$ cat src/rtl/pe_flit_injector_if.sv
// PE-to-router injection port bundle: PE send side, router output side,
// credit return path and FIFO status.
interface pe_flit_injector_if #(
   parameter int FLIT_W = 71,
   parameter int DEPTH  = 4
);
   localparam int CNT_W = $clog2(DEPTH + 1);

   logic [FLIT_W-1:0] pe_flit_in;
   logic              pe_ready_send;
   logic [FLIT_W-1:0] router_flit_out;
   logic              router_valid;
   logic              credit_return;
   logic              credit_vc;
   logic [CNT_W-1:0]  fifo_count;
   logic              fifo_full;
   logic              overflow_err;

   // environment side: drives PE flits and router credits
   modport master (
      output pe_flit_in, pe_ready_send, credit_return, credit_vc,
      input  router_flit_out, router_valid, fifo_count, fifo_full, overflow_err
   );

   // injector side
   modport slave (
      input  pe_flit_in, pe_ready_send, credit_return, credit_vc,
      output router_flit_out, router_valid, fifo_count, fifo_full, overflow_err
   );
endinterface

$ cat src/rtl/pe_flit_injector.sv
// PE flit injector: buffers PE result flits in a small FIFO and injects them
// in order into the local router port under per-VC credit flow control.
//
// state   | meaning
// --------+-----------------------------------------------------------
// EMPTY   | FIFO holds no flits
// READY   | head flit present and its VC has at least one credit
// BLOCKED | head flit present but its VC has no credit (stalls all VCs)
module pe_flit_injector #(
   parameter int FLIT_W  = 71,
   parameter int DEPTH   = 4,
   parameter int CREDITS = 4,
   parameter int VC_BIT  = 64
) (
   input logic               clk,
   input logic               reset,
   pe_flit_injector_if.slave bus
);
   localparam int PTR_W = $clog2(DEPTH);
   localparam int CNT_W = $clog2(DEPTH + 1);
   localparam int CR_W  = $clog2(CREDITS + 1);

   typedef enum logic [1:0] {EMPTY, READY, BLOCKED} state_t;

   state_t            state;
   state_t            state_nxt;
   logic [FLIT_W-1:0] mem [DEPTH];
   logic [PTR_W-1:0]  rd_ptr;
   logic [PTR_W-1:0]  wr_ptr;
   logic [PTR_W-1:0]  rd_ptr_nxt;
   logic [CNT_W-1:0]  count;
   logic [CNT_W-1:0]  count_nxt;
   logic [CR_W-1:0]   credit     [2];
   logic [CR_W-1:0]   credit_nxt [2];
   logic              head_vc;
   logic              nxt_head_vc;
   logic              push_req;
   logic              pop;
   logic              accept;
   logic              drop;
   logic              pop_v;
   logic              ret_v;

   // push/pop decisions, credit bookkeeping and next head-state evaluation
   always_comb begin
      head_vc  = mem[rd_ptr][VC_BIT];
      push_req = bus.pe_ready_send && bus.pe_flit_in[FLIT_W-1];
      pop      = (state != EMPTY) && (credit[head_vc] != '0);
      // a full FIFO can still take a flit when the head leaves in the same cycle
      accept   = push_req && ((count != CNT_W'(DEPTH)) || pop);
      drop     = push_req && !accept;

      pop_v = 1'b0;
      ret_v = 1'b0;
      for (int v = 0; v < 2; v++) begin
         credit_nxt[v] = credit[v];
         pop_v = pop && (head_vc == 1'(v));
         ret_v = bus.credit_return && (bus.credit_vc == 1'(v));
         if (pop_v && !ret_v)
            credit_nxt[v] = credit[v] - CR_W'(1);
         else if (ret_v && !pop_v && (credit[v] != CR_W'(CREDITS)))
            credit_nxt[v] = credit[v] + CR_W'(1);
      end

      count_nxt  = count + CNT_W'(accept) - CNT_W'(pop);
      rd_ptr_nxt = pop ? rd_ptr + PTR_W'(1) : rd_ptr;

      // when the FIFO drains to nothing this cycle, the incoming flit becomes the head
      if ((pop && (count == CNT_W'(1))) || (!pop && (count == '0)))
         nxt_head_vc = bus.pe_flit_in[VC_BIT];
      else
         nxt_head_vc = mem[rd_ptr_nxt][VC_BIT];

      if (count_nxt == '0)
         state_nxt = EMPTY;
      else if (credit_nxt[nxt_head_vc] == '0)
         state_nxt = BLOCKED;
      else
         state_nxt = READY;
   end

   // FIFO storage, pointers, credits, head state and registered router outputs
   always_ff @(posedge clk) begin
      if (reset) begin
         state               <= EMPTY;
         rd_ptr              <= '0;
         wr_ptr              <= '0;
         count               <= '0;
         credit[0]           <= CR_W'(CREDITS);
         credit[1]           <= CR_W'(CREDITS);
         bus.router_flit_out <= '0;
         bus.router_valid    <= 1'b0;
         bus.fifo_count      <= '0;
         bus.fifo_full       <= 1'b0;
         bus.overflow_err    <= 1'b0;
      end else begin
         if (accept) begin
            mem[wr_ptr] <= bus.pe_flit_in;
            wr_ptr      <= wr_ptr + PTR_W'(1);
         end
         if (pop)
            bus.router_flit_out <= mem[rd_ptr];
         bus.router_valid <= pop;
         rd_ptr           <= rd_ptr_nxt;
         count            <= count_nxt;
         credit[0]        <= credit_nxt[0];
         credit[1]        <= credit_nxt[1];
         state            <= state_nxt;
         bus.fifo_count   <= count_nxt;
         bus.fifo_full    <= (count_nxt == CNT_W'(DEPTH));
         if (drop)
            bus.overflow_err <= 1'b1;
      end
   end
endmodule

$ cat src/flat_wrapper.sv
// flat-port wrapper written by rule: the top's interface ports become plain ports
module pe_flit_injector_flat 
#(
   parameter int FLIT_W  = 71,
   parameter int DEPTH   = 4,
   parameter int CREDITS = 4,
   parameter int VC_BIT  = 64
)
  (clk, reset, bus_pe_flit_in, bus_pe_ready_send, bus_credit_return, bus_credit_vc, bus_router_flit_out, bus_router_valid, bus_fifo_count, bus_fifo_full, bus_overflow_err);
  pe_flit_injector_if #(.FLIT_W(FLIT_W), .DEPTH(DEPTH)) bus_i ();
  input logic clk;
  input logic reset;
  input wire logic [$bits(bus_i.pe_flit_in)-1:0] bus_pe_flit_in;
  input wire logic [$bits(bus_i.pe_ready_send)-1:0] bus_pe_ready_send;
  input wire logic [$bits(bus_i.credit_return)-1:0] bus_credit_return;
  input wire logic [$bits(bus_i.credit_vc)-1:0] bus_credit_vc;
  output wire logic [$bits(bus_i.router_flit_out)-1:0] bus_router_flit_out;
  output wire logic [$bits(bus_i.router_valid)-1:0] bus_router_valid;
  output wire logic [$bits(bus_i.fifo_count)-1:0] bus_fifo_count;
  output wire logic [$bits(bus_i.fifo_full)-1:0] bus_fifo_full;
  output wire logic [$bits(bus_i.overflow_err)-1:0] bus_overflow_err;
  assign bus_i.pe_flit_in = bus_pe_flit_in;
  assign bus_i.pe_ready_send = bus_pe_ready_send;
  assign bus_i.credit_return = bus_credit_return;
  assign bus_i.credit_vc = bus_credit_vc;
  assign bus_router_flit_out = bus_i.router_flit_out;
  assign bus_router_valid = bus_i.router_valid;
  assign bus_fifo_count = bus_i.fifo_count;
  assign bus_fifo_full = bus_i.fifo_full;
  assign bus_overflow_err = bus_i.overflow_err;
  pe_flit_injector #(.FLIT_W(FLIT_W), .DEPTH(DEPTH), .CREDITS(CREDITS), .VC_BIT(VC_BIT)) u_core (.clk(clk), .reset(reset), .bus(bus_i));
endmodule
$ cat config.mk
export PLATFORM = sky130hd
export DESIGN_NAME = pe_flit_injector_flat
export DESIGN_NICKNAME = d
export VERILOG_FILES = /design/src/rtl/pe_flit_injector_if.sv /design/src/rtl/pe_flit_injector.sv /design/src/flat_wrapper.sv
export SDC_FILE = /design/constraint.sdc
export NUM_CORES = 1
export LEC_CHECK = 0
export CORE_MARGIN = 10
export CORE_UTILIZATION = 60
export DETAILED_ROUTE_END_ITERATION = 7
export PLACE_DENSITY = 0.84
export REMOVE_ABC_BUFFERS = 1
export SLEW_MARGIN = 20
export SYNTH_ARGS = -nofsm -noshare
export SYNTH_HDL_FRONTEND = slang
export SYNTH_SLANG_ARGS = --single-unit
$ cat constraint.sdc
create_clock -name clk -period 7.3 [get_ports clk]
set_input_delay 1.825 -clock clk [delete_from_list [all_inputs] [get_ports clk]]
set_output_delay 1.825 -clock clk [all_outputs]
set_load 0.05 [all_outputs]
## After elaboration in Yosys (flattened, before gate mapping)

Memories as Yosys holds them, arrays and structs flattened. A register that Yosys moved wholly into a read port is not among the register bits.
Index checks and enable logic that the tools add are counted.

| storage, ports and cells | value |
|---|---|
| bits of input ports | 76 |
| bits in registers | 83 |
| memories kept | 2 |
| logic and storage cells | 78 |
| bits in writable memories | 290 |

| operators by class | value |
|---|---|
| reductions and logical operators | 30 |
| order comparisons | 1 |
| mux-type cells | 19 |
| equality and inequality tests | 5 |
| add/sub/neg operators | 8 |
| bitwise logic cells | 5 |

Memories:

| name | depth | width | rd ports | clocked after Yosys merged registers in | write ports | RTL line | text |
|---|---|---|---|---|---|---|---|
| u_core.mem | 4 | 71 | 2 | 1 | 1 | pe_flit_injector.sv:27 | `logic [FLIT_W-1:0] mem [DEPTH];` |
| u_core.credit | 2 | 3 | 3 | 0 | 2 | pe_flit_injector.sv:33 | `logic [CR_W-1:0] credit [2];` |

Operators by type and width:

| operator | count |
|---|---|
| 3-bit 2-to-1 mux | 9 |
| 1-bit logical AND | 16 |
| 3-bit zero test | 3 |
| 3-bit inequality test, second input constant | 3 |
| 1-bit 2-to-1 mux | 7 |
| 3-bit by 1-bit adder with 3-bit output, second input constant | 2 |
| 1-bit zero test | 6 |
| 2-bit 2-to-1 mux | 3 |
| 3-bit by 1-bit subtractor with 3-bit output, second input constant | 2 |
| 2-bit by 1-bit adder with 2-bit output, second input constant | 2 |
| 3-bit by 1-bit adder with 3-bit output | 1 |
| 3-bit by 1-bit equality test with 1-bit output, second input constant | 1 |
| 3-bit equality test, second input constant | 1 |
| 3-bit nonzero test | 1 |
| 3-bit by 1-bit subtractor with 3-bit output | 1 |
| 2-bit >= comparator, second input constant | 1 |
| 1-bit logical OR | 2 |
| 1-bit inverter | 2 |
| 1-bit inverter with 2-bit output | 1 |
| 1-bit OR | 2 |
| 2-bit nonzero test | 1 |
| 2-bit OR reduction | 1 |

## Longest topological paths before layout

Gate-level depths: netlist of the first run.
An unclocked memory read counts as a cell.

| depth | value |
|---|---|
| word-level depth | 14 |
| depth in mapped cells | 18 |

## Least setup slack after synthesis of the first run

Ideal clock, no wire load.

| timing | value |
|---|---|
| path kind | input -> register |
| start | in reset |
| end | mem u_core.mem[0][0], enable pin |
| data arrival time | 3.951 ns |
| cell stages on the path | 3 |
| slack | 2.912 ns |
| path buffers | 1 |
| path through | clkbuf_1 > nor3_1 > and2_1 |

| on the way | value |
|---|---|
| longest elaborated chain between the ends | 2 |

RTL lines:

| item | RTL line | text |
|---|---|---|
| start: declaration | flat_wrapper.sv:12 | `input logic reset;` |
| 1-bit 2-to-1 mux | pe_flit_injector.sv:84 | `if (reset) begin` |
| 1-bit 2-to-1 mux (implied by the code) | pe_flit_injector.sv:98 | `mem[wr_ptr] <= bus.pe_flit_in;` |
| end: declaration | pe_flit_injector.sv:27 |  |

No other way between the ends.

## Worst setup path after layout of the first run

| timing | value |
|---|---|
| start | reg u_core.rd_ptr[1] |
| end | reg u_core.state[0] |

| on the way | value |
|---|---|
| longest elaborated chain between the ends | 10 |

RTL lines:

| item | RTL line | text |
|---|---|---|
| start: declaration | pe_flit_injector.sv:28 | `logic [PTR_W-1:0] rd_ptr;` |
| start signal: assignment | pe_flit_injector.sv:104 | `rd_ptr <= rd_ptr_nxt;` |
| 2-bit by 1-bit adder with 2-bit output | pe_flit_injector.sv:66 | `rd_ptr_nxt = pop ? rd_ptr + PTR_W'(1) : rd_ptr;` |
| 2-bit 2-to-1 mux (*) | pe_flit_injector.sv:66 |  |
| memory 4 x 71 bit (*) | n/a |  |
| 1-bit 2-to-1 mux (*) | pe_flit_injector.sv:69 | `if ((pop && (count == CNT_W'(1))) \|\| (!pop && (count == '0)))` |
| 1-bit inverter with 2-bit output (implied by the code) (*) | pe_flit_injector.sv:76 | `else if (credit_nxt[nxt_head_vc] == '0)` |
| 3-bit 2-to-1 mux (implied by the code) (*) (3 in series) | pe_flit_injector.sv:76 |  |
| 3-bit zero test (*) | pe_flit_injector.sv:76 |  |
| 2-bit 2-to-1 mux (*) | pe_flit_injector.sv:76 |  |
| end signal: assignment | pe_flit_injector.sv:108 | `state <= state_nxt;` |
| end: declaration | pe_flit_injector.sv:25 | `state_t state;` |

Mark *: on every way between the ends. The rest lies on a longest branch, timed or not. The select of a mux whose other input is x is not followed.
A chain may end at the register's enable or synchronous reset.

==> impl_metrics.ini, run 1 <==
[timing]
max_freq_ghz = 0.184
relSlewSlack = 0.258
min_period_ps = 5430
final-hold-violation-count = 0
tightest_slew_ps = 1110
fin_tns_setup_ps = 0
min_period_over_period = 0.743
final-max-slew-violation-count = 0
fin_skew_ps = 18.3
rsz0062_at_grt = no
setup_viol = 0

[clocking]
cts_setup_buffers = 0
cts_tree = done
insertion_delay_ps = 520
htree_num_levels = 2
cts.repair.resized = 0
numCtsBuffers = 38
cts_buffer_depth = 3
cts.clk_slew.worst_paths_ps = 60
cts_hold_buf = 0
clock_sinks = 373
cts_root_buf = clkbuf_16

[critical_path]
start_kind = flop
cp.required_ps = 7690
worst_path_largest_cell_delay_ps = 1090
path_delay_family = simple AND/OR/NAND/NOR gates
worst-endpoint-arrival_ps = 5810
end_kind = flop
crit_fanout = 77
cp_slowest_cell = dfxtp_4
crit_chain = mux4_2 > and2_4 > nor2_8 > inv_4 > ha_1 > inv_1 > ha_1 > inv_1 > fa_1 > xnor2_1 > xnor2_1 > nand2b_1 > o21a_1 > a21oi_1 > mux2_1
crit_buf_inv = 3
critPathKind = flop to flop

[pwr]
pwr-share-comb = 0.354
p_per_area_mw_per_mm2 = 432
pwr-share-clk = 0.262
peakVddDrop_mv = 0.304
leakagePower_nw = 5.55
p_sw_w = 0.00265
internal_power_w = 0.00465
power_w = 0.00730
pwr-share-seq = 0.384
switching_share = 0.362

[drt]
routed_via_density = 5.91
wl_per_cell_um = 22.8
ant_nets = 0
first_pass_iters = 5
drc_errors = 0
vias = 7653
first_iter_violations = 635
wl_um = 29500

[place]
dp_cells = 1223
gp_congestion = 0.812
dp_hpwl_um = 16600
portBuffers = 152

[layout]
layout.area.seq_mm2 = 0.0103
areaGrowthSynthToFinish_pct = 21.7
fillerInstances = 1340
finalNetCount = 1068
multiInputGateArea_mm2 = 0.00338
layout-drive-gt1-share = 0.147
final_util = 0.745
finalNonFillerCells = 1294

[synth]
synth_cells = 829
synth-main-ff-cell = edfxtp_1
synth_edf_count = 284
synthTopCellsByArea = edfxtp_1 (61%), dfxtp_1 (13%), mux4_2 (12%)
netlist_area_mm2 = 0.0139
ys.warnings.count = 0
synth-seq-cells = 373
ys_seq_area_frac = 0.742
yosysTopAreaCell = edfxtp_1
synth.avg_cell_area_um2 = 16.8
yosysTopAreaCellShare = 0.614
async_flop_share = 0
yosysUniqueCellTypes = 52

[die]
core_area_mm2 = 0.0227
num_rows = 55
dieArea_mm2 = 0.0296
die_h_um = 172
start_util = 0.612
io_pins = 153
die_x_um = 172

[grt]
antenna_found_initial = 1
grt_usage = 0.199
grt_overflow = 0
grt_max_degree = 90
grt_pass1_vias = 8055
grt_pass1_wl_um = 45200

[run]
max-cap-violations = 0

[hold_path]
hp-class = flop to flop

[run_status]
status = finished clean
## layer usage
metal	part of all wire	global-route usage
met5	0	0
met4	0.015	0.0648
met3	0.065	0.0392
met2	0.53	0.341
met1	0.39	0.250
## metrics by stage
stage / worst slack, ps / hold slack (ps) / area, µm²
finish: 1870 / 448 / 16900
global route: 1480 / 468 / 16900
CTS: 1800 / 452 / 16900
detailed placement: 1850 / 444 / 15600
global placement: 2010 / 438 / 15600
floorplan: 42.4 / 504 / 13700
## state kept, by name (all words and copies together), names as in the netlist
signal,flops
u_core.bus.fifo_count,3
u_core.bus.fifo_full,1
u_core.bus.overflow_err,1
u_core.bus.router_flit_out,71
u_core.bus.router_valid,1
u_core.credit,6
u_core.mem,284
u_core.rd_ptr,2
u_core.state,2
u_core.wr_ptr,2
## layout make-up
cell class / count / area share
clock inverter: 17 / 0.0101
timing repair buffer: 155 / 0.0926
antenna: 1 / 0.000148
sequential: 373 / 0.610
clock buffer: 52 / 0.0636
tap: 285 / 0.0211
multi-input combinational: 400 / 0.200
inverter: 11 / 0.00259
## Yosys cell counts, types with 2 or more instances
library cell	number
nand4_1	5
or3_1	2
mux4_2	71
a31oi_1	2
nand2b_1	2
buf_2	5
buf_1	8
inv_1	10
or3b_2	2
dfxtp_1	89
nand3_1	3
clkbuf_1	32
mux2i_1	6
o211ai_1	2
xnor2_1	6
nand3b_1	3
o21ai_0	5
nand2_1	151
nor2b_1	5
o32ai_1	2
and2_1	4
ha_1	12
nor2_1	13
a21oi_1	77
edfxtp_1	284
nor3b_1	2
## power groups by stage
stage	Combinational [W]	Sequential [W]	Clock [W]
floorplan	0.00108	0.00353	0
CTS	0.00261	0.00280	0.00194
finish	0.00259	0.00280	0.00191
global route	0.00276	0.00284	0.00202
global placement	0.00253	0.00283	0
detailed placement	0.00258	0.00284	0
## final timing paths
kind	startpoint	endpoint	slack (ps)	depth (start not counted)
setup / recovery	u_core.rd_ptr[1]$_SDFF_PP0_	u_core.state[0]$_SDFF_PP0_	1870	15
hold / removal	u_core.bus.router_flit_out[54]$_SDFFE_PP0N_	u_core.bus.router_flit_out[54]$_SDFFE_PP0N_	450	2
setup reg to reg	u_core.rd_ptr[1]$_SDFF_PP0_	u_core.state[0]$_SDFF_PP0_	1870	15
hold reg to reg	u_core.bus.router_flit_out[54]$_SDFFE_PP0N_	u_core.bus.router_flit_out[54]$_SDFFE_PP0N_	450	2
## worst min-delay path, cell delays in order, from the launching register on
cell     delay, ps
dfxtp_1        300
nand2_1         50
a21oi_1         50
## kinds of logic (layout without fill, tap and decap cells)
| group | after synthesis | after routing | share of synthesized area |
|---|---|---|---|
| adders and majority gates | 13 | 13 | 0.0122 |
| DFF | 373 | 373 | 0.742 |
| buffers and inverters | 56 | 235 | 0.0158 |
| xor gates and xnor gates | 8 | 8 | 0.00558 |
| other | 0 | 1 | 0 |
| AOI/OAI and AO/OA | 99 | 99 | 0.0399 |
| and+or+nand+nor | 201 | 201 | 0.0637 |
| muxes | 79 | 79 | 0.121 |
## layout by cell type (no fill, tap or decap), types with 3 or more instances in the layout
cell / n
edfxtp_1: 284
nand2_1: 151
clkdlybuf4s50_1: 151
dfxtp_1: 87
a21oi_1: 77
mux4_2: 71
clkbuf_16: 40
nor2_1: 13
ha_1: 12
inv_1: 10
clkbuf_1: 9
xnor2_1: 6
mux2i_1: 6
and2_4: 5
nor2b_1: 5
nand4_1: 5
o21ai_0: 5
clkinv_2: 5
clkinv_1: 4
nand3_1: 3
nand3b_1: 3
clkbuf_8: 3
clkinvlp_4: 3
bufinv_16: 3
(Power assumes the default switching activity.)
==> inputs of run 2 (changes only) <==
- CORE_UTILIZATION: 60 -> 50
- PLACE_DENSITY: 0.84 -> 0.75
- clock period: 7.3 -> 4.65 ns (I/O delays scaled with it)
==> impl_metrics.ini, run 2 (synthesis results as in run 1) <==
[pwr]
power_w = 0.0115
peakVddDrop_mv = 0.438
p_per_area_mw_per_mm2 = 671
leakagePower_nw = 5.64

[timing]
fin_tns_setup_ps = 0
final-hold-violation-count = 0
min_period_over_period = 0.760
tightest_slew_ps = 948
setup_viol = 0
rsz0062_at_grt = no
max_freq_ghz = 0.283
relSlewSlack = 0.366
fin_skew_ps = 16.5
min_period_ps = 3530
final-max-slew-violation-count = 0

[layout]
areaGrowthSynthToFinish_pct = 23.5
layout.area.seq_mm2 = 0.0103
layout-drive-gt1-share = 0.159
finalNetCount = 1081
n_antenna_cell = 0
largest_register = u_core.mem
multiInputGateArea_mm2 = 0.00338
layout_common_cells = edfxtp_1 (284), nand2_1 (151), clkdlybuf4s50_1 (151), dfxtp_1 (87), a21oi_1 (77)
final_common_cell = edfxtp_1
final_util = 0.631
fillerInstances = 1959
largest_reg_flops = 284
largestRegisters = u_core.mem (284), u_core.bus.router_flit_out (71), u_core.credit (6)

[run]
max-cap-violations = 0

[grt]
grt_max_degree = 72
grt_overflow = 0
grt_usage = 0.164
grt_pass1_vias = 8145
antenna_found_initial = 2
grt_pass1_wl_um = 45700

[drt]
first_iter_violations = 530
drc_errors = 0
first_pass_iters = 5
ant_nets = 0
vias = 7591
wl_um = 28900
routed_via_density = 5.45
wl_per_cell_um = 20.8

[critical_path]
crit_fanout = 31
rr_endpoint = u_core.state[0]$_SDFF_PP0_
cp_slowest_cell = dfxtp_4
critPathKind = flop to flop
crit_chain = mux4_2 > nor2_2 > nor2_8 > inv_4 > nor4b_2 > nor2_1 > ha_1 > inv_1 > fa_1 > xnor2_1 > xnor2_1 > nand2b_1 > o21a_1 > a21oi_1 > mux2_1
ff2ff_path_depth = 15
reg2reg_from = u_core.rd_ptr[1]$_SDFF_PP0_
crit_path_end = u_core.state[0]$_SDFF_PP0_
critPathMostFrequentCell = xnor2_1
cp.required_ps = 5050
reg2reg_slack_ps = 1120
end_kind = flop
worst_path_largest_cell_delay_ps = 640
worst-endpoint-arrival_ps = 3930
critPathLaunch = u_core.rd_ptr[1]$_SDFF_PP0_
start_kind = flop

[die]
num_rows = 60
core_area_mm2 = 0.0272
dieArea_mm2 = 0.0349
start_util = 0.511
die_x_um = 187
io_pins = 153
die_h_um = 187

[clocking]
cts.clk_slew.worst_paths_ps = 60
clock_sinks = 373
cts_root_buf = clkbuf_16
cts_hold_buf = 0
cts_buffer_depth = 3
cts_setup_buffers = 0
cts_tree = done
insertion_delay_ps = 520
numCtsBuffers = 39
cts.repair.resized = 0
htree_num_levels = 2

[place]
portBuffers = 152
gp_congestion = 0.805
dp_hpwl_um = 17600

[run_status]
status = finished clean

[hold_path]
hp-class = flop to flop
run 2: cell types whose count changed in the layout (fill, tap and decap cells not counted), sizes merged:
cell,delta
buf,+12
clkinv,+5
clkinvlp,-2
diode,-1
inv,-1
run 2: per-stage QoR:
stage / setup slack [ps] / instances / hold slack, ps / area, µm²
6_report: 1120 / 1394 / 450 / 17200
3_3_place_gp: 947 / 1323 / 438 / 15900
4_1_cts: 1100 / 1394 / 452 / 17200
3_5_place_dp: 941 / 1323 / 444 / 15900
2_1_floorplan: -2610 / 784 / 504 / 13700
5_1_grt: 831 / 1394 / 467 / 17200
run 2: metal layers:
layer | GRT usage | up-vias | part of all wire
met3 | 0.0499 | 48 | 0.070
met4 | 0.0487 | 4 | 0.023
met2 | 0.271 | 251 | 0.49
li1 | - | 3478 | -
met1 | 0.206 | 3810 | 0.41
met5 | 0 | - | 0.00097
run 2: worst min path at each step:
stage / cells past startpoint / to / start
2_1_floorplan: 2 / u_core.credit[0][1]$_SDFF_PP0_ / u_core.credit[0][1]$_SDFF_PP0_
3_3_place_gp: 2 / u_core.bus.router_flit_out[63]$_SDFFE_PP0N_ / u_core.bus.router_flit_out[63]$_SDFFE_PP0N_
3_5_place_dp: 2 / u_core.bus.router_flit_out[58]$_SDFFE_PP0N_ / u_core.bus.router_flit_out[58]$_SDFFE_PP0N_
4_1_cts: 2 / u_core.bus.router_flit_out[58]$_SDFFE_PP0N_ / u_core.bus.router_flit_out[58]$_SDFFE_PP0N_
5_1_grt: 2 / u_core.bus.router_flit_out[58]$_SDFFE_PP0N_ / u_core.bus.router_flit_out[58]$_SDFFE_PP0N_
6_report: 2 / u_core.bus.router_flit_out[58]$_SDFFE_PP0N_ / u_core.bus.router_flit_out[58]$_SDFFE_PP0N_
run 2: area by class of cell:
type                    count  share of cell area
clock buffers              52              0.0639
repair buffers            167              0.0980
multi-input cells         400               0.197
flip-flops and latches    373               0.601
well taps                 372              0.0271
inverters                  11             0.00255
clock inverters            19              0.0104
run 2: critical path: cells and delay by family (launching register included):
family                   cells  cell delay, ps
AO/OA/AOI/OAI                2             190
XOR/XNOR                     2             270
adder cells (fa/ha/maj)      2             590
buffers and inverters        2             130
flip-flops                   1             640
multiplexers                 2             800
AND/OR/NAND/NOR              5             800
run 2: power breakdown:
group          internal (W)  total [W]  switching (W)
sequential          0.00401    0.00431       0.000296
combinational       0.00152    0.00417        0.00265
clock               0.00183    0.00304        0.00121
